`src/rtl/openram_tc_pkg.sv`:
```
// openram_tc_pkg: shared FSM type, SRAM select codes and word widths
// for the OpenRAM test-chip readback path.
package openram_tc_pkg;

    typedef enum logic [1:0] {
        ST_IDLE,
        ST_WAIT,
        ST_CAPTURE,
        ST_SHIFT
    } rb_state_e;

    localparam logic [2:0] SRAM_CS_0 = 3'd0;
    localparam logic [2:0] SRAM_CS_1 = 3'd1;
    localparam logic [2:0] SRAM_CS_2 = 3'd2;
    localparam logic [2:0] SRAM_CS_3 = 3'd3;
    localparam logic [2:0] SRAM_CS_4 = 3'd4;
    localparam logic [2:0] SRAM_CS_5 = 3'd5;

    localparam int unsigned NARROW_W = 32;
    localparam int unsigned WIDE_W   = 64;

endpackage

```
`src/rtl/openram_readback_mux.sv`:
```
// openram_readback_mux: selects the SRAM dout addressed by the latched
// chip select / port select and flags selects with no macro behind them.
module openram_readback_mux
    import openram_tc_pkg::*;
#(
    parameter int unsigned WIDE_CS = 5
) (
    input  logic [2:0]          cs_i,
    input  logic                ps_i,
    input  logic [NARROW_W-1:0] sram0_rw_i,
    input  logic [NARROW_W-1:0] sram0_r0_i,
    input  logic [NARROW_W-1:0] sram1_rw_i,
    input  logic [NARROW_W-1:0] sram1_ro_i,
    input  logic [NARROW_W-1:0] sram2_rw_i,
    input  logic [NARROW_W-1:0] sram3_rw_i,
    input  logic [NARROW_W-1:0] sram4_rw_i,
    input  logic [WIDE_W-1:0]   sram5_rw_i,
    output logic [WIDE_W-1:0]   data_o,
    output logic                wide_o,
    output logic                bad_o
);

    localparam int unsigned PAD_W = WIDE_W - NARROW_W;

    always_comb begin
        data_o = '0;
        bad_o  = 1'b0;
        unique case (cs_i)
            SRAM_CS_0: data_o = {{PAD_W{1'b0}}, ps_i ? sram0_r0_i : sram0_rw_i};
            SRAM_CS_1: data_o = {{PAD_W{1'b0}}, ps_i ? sram1_ro_i : sram1_rw_i};
            SRAM_CS_2: data_o = {{PAD_W{1'b0}}, sram2_rw_i};
            SRAM_CS_3: data_o = {{PAD_W{1'b0}}, sram3_rw_i};
            SRAM_CS_4: data_o = {{PAD_W{1'b0}}, sram4_rw_i};
            SRAM_CS_5: data_o = sram5_rw_i;
            default:   bad_o  = 1'b1;
        endcase
    end

    assign wide_o = (cs_i == 3'(WIDE_CS));

endmodule

```
`src/rtl/openram_readback.sv`:
```
// openram_readback: captures SRAM read data, holds it for LA readback and
// shifts it MSB-first on GPIO. Optional parity bit: OPENRAM_READBACK_PARITY_EN.
module openram_readback
    import openram_tc_pkg::*;
#(
    parameter int unsigned READ_LATENCY = 2,
    parameter int unsigned WIDE_CS      = 5
) (
    input  logic                clk,
    input  logic                reset,
    input  logic                read_req,
    input  logic [2:0]          chip_select,
    input  logic                port_sel,
    input  logic [NARROW_W-1:0] sram0_rw_in,
    input  logic [NARROW_W-1:0] sram0_r0_in,
    input  logic [NARROW_W-1:0] sram1_rw_in,
    input  logic [NARROW_W-1:0] sram1_ro_in,
    input  logic [NARROW_W-1:0] sram2_rw_in,
    input  logic [NARROW_W-1:0] sram3_rw_in,
    input  logic [NARROW_W-1:0] sram4_rw_in,
    input  logic [WIDE_W-1:0]   sram5_rw_in,
    input  logic                clr_status,
    output logic [WIDE_W-1:0]   sram_data,
    output logic                data_valid,
    output logic                ser_out,
    output logic                ser_frame,
    output logic                busy,
    output logic                overrun,
    output logic                bad_cs
`ifdef OPENRAM_READBACK_PARITY_EN
    ,
    output logic                parity_out
`endif
);

    localparam logic [2:0] WAIT_INIT = 3'(READ_LATENCY - 1);

    rb_state_e         state_q, state_d;
    logic [2:0]        cs_q, cs_d;
    logic              ps_q, ps_d;
    logic [2:0]        wait_q, wait_d;
    logic [5:0]        bit_q, bit_d;
    logic [WIDE_W-1:0] sh_q, sh_d;
    logic [WIDE_W-1:0] data_q, data_d;
    logic              valid_q, valid_d;
    logic              ovr_q, ovr_d;
    logic              bad_q, bad_d;
`ifdef OPENRAM_READBACK_PARITY_EN
    logic              par_q, par_d;
    logic              pph_q, pph_d;
`endif

    logic [WIDE_W-1:0] mux_data;
    logic              mux_wide;
    logic              mux_bad;

    openram_readback_mux #(
        .WIDE_CS(WIDE_CS)
    ) u_mux (
        .cs_i      (cs_q),
        .ps_i      (ps_q),
        .sram0_rw_i(sram0_rw_in),
        .sram0_r0_i(sram0_r0_in),
        .sram1_rw_i(sram1_rw_in),
        .sram1_ro_i(sram1_ro_in),
        .sram2_rw_i(sram2_rw_in),
        .sram3_rw_i(sram3_rw_in),
        .sram4_rw_i(sram4_rw_in),
        .sram5_rw_i(sram5_rw_in),
        .data_o    (mux_data),
        .wide_o    (mux_wide),
        .bad_o     (mux_bad)
    );

    always_ff @(posedge clk) begin
        if (reset) begin
            state_q <= ST_IDLE;
            cs_q    <= '0;
            ps_q    <= 1'b0;
            wait_q  <= '0;
            bit_q   <= '0;
            sh_q    <= '0;
            data_q  <= '0;
            valid_q <= 1'b0;
            ovr_q   <= 1'b0;
            bad_q   <= 1'b0;
`ifdef OPENRAM_READBACK_PARITY_EN
            par_q   <= 1'b0;
            pph_q   <= 1'b0;
`endif
        end else begin
            state_q <= state_d;
            cs_q    <= cs_d;
            ps_q    <= ps_d;
            wait_q  <= wait_d;
            bit_q   <= bit_d;
            sh_q    <= sh_d;
            data_q  <= data_d;
            valid_q <= valid_d;
            ovr_q   <= ovr_d;
            bad_q   <= bad_d;
`ifdef OPENRAM_READBACK_PARITY_EN
            par_q   <= par_d;
            pph_q   <= pph_d;
`endif
        end
    end

    always_comb begin
        state_d = state_q;
        cs_d    = cs_q;
        ps_d    = ps_q;
        wait_d  = wait_q;
        bit_d   = bit_q;
        sh_d    = sh_q;
        data_d  = data_q;
        valid_d = valid_q;
        ovr_d   = ovr_q;
        bad_d   = bad_q;
`ifdef OPENRAM_READBACK_PARITY_EN
        par_d   = par_q;
        pph_d   = pph_q;
`endif
        // Clear first so a same-cycle set condition overrides it.
        if (clr_status) begin
            ovr_d = 1'b0;
            bad_d = 1'b0;
        end
        if (read_req && (state_q != ST_IDLE)) begin
            ovr_d = 1'b1;
        end
        case (state_q)
            ST_IDLE: begin
                if (read_req) begin
                    cs_d    = chip_select;
                    ps_d    = port_sel;
                    wait_d  = WAIT_INIT;
                    valid_d = 1'b0;
                    state_d = (READ_LATENCY == 1) ? ST_CAPTURE : ST_WAIT;
                end
            end
            ST_WAIT: begin
                wait_d = wait_q - 3'd1;
                if (wait_q <= 3'd1) begin
                    state_d = ST_CAPTURE;
                end
            end
            ST_CAPTURE: begin
                data_d  = mux_data;
                valid_d = 1'b1;
                // Narrow words are left-aligned so the MSB is always sh_q[63].
                sh_d    = mux_wide ? mux_data
                                   : {mux_data[NARROW_W-1:0], {NARROW_W{1'b0}}};
                bit_d   = mux_wide ? 6'(WIDE_W - 1) : 6'(NARROW_W - 1);
                if (mux_bad) begin
                    bad_d = 1'b1;
                end
`ifdef OPENRAM_READBACK_PARITY_EN
                par_d   = ^mux_data;
                pph_d   = 1'b0;
`endif
                state_d = ST_SHIFT;
            end
            ST_SHIFT: begin
                sh_d = {sh_q[WIDE_W-2:0], 1'b0};
                if (bit_q != 6'd0) begin
                    bit_d = bit_q - 6'd1;
                end
`ifdef OPENRAM_READBACK_PARITY_EN
                if (pph_q) begin
                    pph_d   = 1'b0;
                    state_d = ST_IDLE;
                end else if (bit_q == 6'd0) begin
                    pph_d = 1'b1;
                end
`else
                if (bit_q == 6'd0) begin
                    state_d = ST_IDLE;
                end
`endif
            end
            default: state_d = ST_IDLE;
        endcase
    end

    assign sram_data  = data_q;
    assign data_valid = valid_q;
    assign ser_frame  = (state_q == ST_SHIFT);
    assign busy       = (state_q != ST_IDLE);
    assign overrun    = ovr_q;
    assign bad_cs     = bad_q;
`ifdef OPENRAM_READBACK_PARITY_EN
    assign ser_out    = ser_frame & (pph_q ? par_q : sh_q[WIDE_W-1]);
    assign parity_out = par_q;
`else
    assign ser_out    = ser_frame & sh_q[WIDE_W-1];
`endif

endmodule

```
`config.mk`:
```
export PLATFORM = sky130hd
export DESIGN_NAME = openram_readback
export DESIGN_NICKNAME = d
export VERILOG_FILES = /design/src/rtl/openram_tc_pkg.sv /design/src/rtl/openram_readback_mux.sv /design/src/rtl/openram_readback.sv
export SDC_FILE = /design/constraint.sdc
export NUM_CORES = 1
export LEC_CHECK = 0
export BUFFER_PORTS_ARGS = -buffer_cell sky130_fd_sc_hd__buf_2
export CORE_AREA = 2 2 144 146
export DETAILED_ROUTE_END_ITERATION = 12
export DIE_AREA = 0 0 146 148
export PLACE_DENSITY = 0.83
export SYNTH_ARGS = -nofsm -noshare
export SYNTH_HDL_FRONTEND = slang
export SYNTH_HIERARCHICAL = 1
export SYNTH_SLANG_ARGS = --single-unit
```
`constraint.sdc`:
```
create_clock -name clk -period 2.7 [get_ports clk]
set_input_delay 0.27 -clock clk [delete_from_list [all_inputs] [get_ports clk]]
set_output_delay 0.27 -clock clk [all_outputs]
set_load 0.02 [all_outputs]
```
==> metrics.md <==
| Metric | Value |
|---|---|
| R2R depth | `7` |
| Layout cells sized above 1 | `0.317` |
| First-pass GRT wire length | `46100 um` |
| Pwr dens | `around 830 nW/um^2` |
| Area after DPL | `~11000 um^2` |
| R2R Setup Slk | `roughly 0.21 ns` |
| Maxcap violations | `0` |
| Worst-Skew Late Latency | `around 0.44 ns` |
| Die H | `148 um` |
| Comb pwr share | `0.441` |
| Worst setup path category | `reg2reg` |
| Netlist cell types | `45` |
| Post-CTS sizing | `0` |
| Final Worst Setup Slack | `about 0.21 ns` |
| Crit path required time | `3.07 ns` |
| Most common cell after layout, fill and taps aside | `buf_2` |
| CTS H-tree depth | `4` |
| Slew HR | `0.354` |
| Post-layout util | `0.559` |
| Die Wd | `around 150 um` |
| Crit path max fanout | `19` |
| Slew of the pin with the lowest slew margin | `roughly 0.97 ns` |
| Most frequent cells in the layout | `364 x buf_2, 196 x mux2i_1, 191 x nor2_1, 144 x dfxtp_1, 106 x a21oi_1` |
| Setup crit end kind | `register` |
| Cells after Synth | `slightly above 1000` |
| Row cnt | `52` |
| Core area | `20000 um^2` |
| Hold path depth | `3` |
| Hold WC Path Type | `in2reg` |
| Pre-antenna DRT Iters | `6` |
| Io pins | `366` |
| Cell leakage power | `about 0.0047 uW` |
| Sequential Power Share | `0.307` |
| Clock Path Buffers | `2` |
| Pin count of the biggest net entering global routing | `117` |
| Fmax | `402 MHz` |
| RePlAce Congestion | `between 0.9 and 1` |
| Seq/Total Area, Yosys | `0.341` |
| Internal power | `5560 uW` |
| Minimum clock period | `2.49 ns` |
| Final period util | `0.921` |
| Post-synthesis instance area | `8580 um^2` |
| Post-CTS Setup Bufs | `0` |
| Area Growth Syn to Fin | `30.5%` |
| CTS sink count | `between 100 and 150` |
| Setup violators final | `0` |
| CP Launch Type | `register` |
| Routed Antenna Nets | `0` |
| Via density per instance | `roughly 5.6` |
| GR Overflow Total | `0` |
| Dpl ws | `around 0.25 ns` |
| Final Max Slew Viols | `0` |
| Hold_buf cts | `0` |
| Vias in the first global route | `approximately 8600` |
| Gr usage total | `0.274` |
| Syn nets | `between 1000 and 1500` |
| Root Driver | `clkbuf_16` |
| Vias | `around 9000` |
| Clock power frac | `0.252` |
| Synth Flop Type | `dfxtp_1` |
| WL final | `around 31000 um` |
| HP Start | `port_sel` |
| Synthesized area per cell | `around 8.4 um^2` |
| TritonCTS Buffers | `17` |
| DR DRC count | `0` |
| Final Cell Area | `between 10000 and 15000 um^2` |
| Unrepaired setup endpoints after global routing | `false` |
| Post-synth EDFFs | `0` |
| Starting Density | `0.428` |
| Layout Nets | `around 1600` |
| Status | `completed` |
| Switch Pwr | `~3700 uW` |
| Reg2Reg Capture Point | `sh_q[39]` |
| Ys Warns | `6` |
| Setup Total Neg Slack | `0 ns` |
| Detailed Place HPWL | `23300 um` |
| Clock-pin slew on the worst setup and hold paths | `approximately 0.070 ns` |
| Worst Hold End | `ps_q` |
| Clock skew | `0.0196 ns` |
| VDD IR max | `~0.61 mV` |
| FFs w/ async S/R, synth | `0` |
| Sw frac | `0.399` |
| Routed len/inst | `roughly 19 um` |
| Initial antenna violation count | `3` |
| Critical Path AT | `between 2 and 3 ns` |
| IO Port Bufs | `365` |
| Hold Vio Cnt, Final | `0` |
| CTS tree | `yes` |
| Yosys reg bits | `about 150` |
| PnR Total Power | `around 9300 uW` |
| Initial DRC count | `818` |
| Worst r2r src | `cs_q[2]` |
| Die Footprint | `between 20000 and 25000 um^2` |
-- layer usage --
| layer | wire length, um | share of wire | vias up | GRT usage |
|---|---|---|---|---|
| met4 | 1540 | 0.050 | 2 | 0.144 |
| met3 | 2510 | 0.082 | 91 | 0.0778 |
| met5 | 12 | 0.00039 | - | 0 |
| met1 | 12300 | 0.40 | 4220 | 0.328 |
| met2 | 14300 | 0.47 | 427 | 0.447 |
| li1 | - | - | 4299 | - |
-- registers in the layout, indices dropped and copies added, names as in the netlist --
signal and count:
bad_cs 1, sh_q 64, bit_q 6, ps_q 1
wait_q 3, state_q 2, data_valid 1, sram_data 64
cs_q 3, overrun 1
-- cell type report --
type	instances	area [um^2]
multi-input combinational	777	5230
timing repair buffer	389	2080
fill	1878	8840
clock inverter	14	143
antenna	2	5.00
tap	270	338
clock buffer	18	439
inverter	11	41.3
sequential	146	2930
-- Yosys cell counts (2+ instances only) --
cell | n | share of area
mux2i_1 | 196 | 0.23
nor2_1 | 191 | 0.084
dfxtp_1 | 146 | 0.34
a21oi_1 | 106 | 0.062
clkbuf_1 | 52 | 0.023
nand3_1 | 36 | 0.021
a211oi_1 | 35 | 0.031
and2_1 | 34 | 0.025
nand2b_1 | 34 | 0.025
buf_2 | 24 | 0.014
o22ai_1 | 21 | 0.015
or3_1 | 17 | 0.012
a22o_1 | 15 | 0.015
nand2_1 | 12 | 0.0052
inv_1 | 11 | 0.0048
o22a_1 | 11 | 0.011
o221ai_1 | 9 | 0.0092
buf_1 | 8 | 0.0035
ha_1 | 8 | 0.012
a2111o_1 | 6 | 0.0079
nor3_1 | 6 | 0.0035
buf_4 | 5 | 0.0044
nor2b_1 | 5 | 0.0036
a221oi_1 | 4 | 0.0041
a32o_1 | 4 | 0.0047
and2_0 | 4 | 0.0029
buf_6 | 4 | 0.0052
o21ai_0 | 4 | 0.0023
a22oi_1 | 2 | 0.0017
a2bb2oi_1 | 2 | 0.0020
-- through the flow --
step	std cells	hold WS [ns]
after global routing	1627	0.129
after detailed placement	1593	0.472
final	1627	0.131
after CTS	1625	0.110
after global placement	1593	0.463
after floorplan	1027	0.417
-- critical path, cell delays in order, from the launching register on --
cell and delay [ns]:
dfxtp_1 0.48, nor3b_4 0.86, a22o_1 0.28, or3_1 0.24
mux2i_1 0.10, a211oi_1 0.27, a21oi_1 0.07, nor2_1 0.12
-- power groups by stage --
| stage | clock network (uW) | logic, uW | registers (uW) |
|---|---|---|---|
| floorplan | 0 | 2780 | 2890 |
| global placement | 0 | 3910 | 2860 |
| detailed placement | 0 | 4010 | 2870 |
| CTS | 2380 | 4050 | 2840 |
| global route | 2470 | 4440 | 2890 |
| finish | 2340 | 4080 | 2850 |
-- cells by family after synthesis --
| kind of cell | count (synthesis) | synth area share |
|---|---|---|
| buf+inv | 104 | 0.0547 |
| mux | 196 | 0.229 |
| flops | 146 | 0.341 |
| compound gates | 224 | 0.172 |
| fa+ha+maj | 8 | 0.0117 |
| simple gates | 347 | 0.191 |
| xor+xnor | 2 | 0.00204 |
-- worst max-delay path by stage --
stage	startpoint	to	slack, ns
after detailed placement	cs_q[2]	sh_q[39]	0.25
after floorplan	cs_q[2]	sh_q[37]	0.58
final	cs_q[2]	sh_q[39]	0.21
after global routing	cs_q[2]	sh_q[59]	0.09
after CTS	cs_q[2]	sh_q[39]	0.23
after global placement	cs_q[0]	sh_q[61]	0.33
Note: power is estimated with default switching activity, not from simulation.
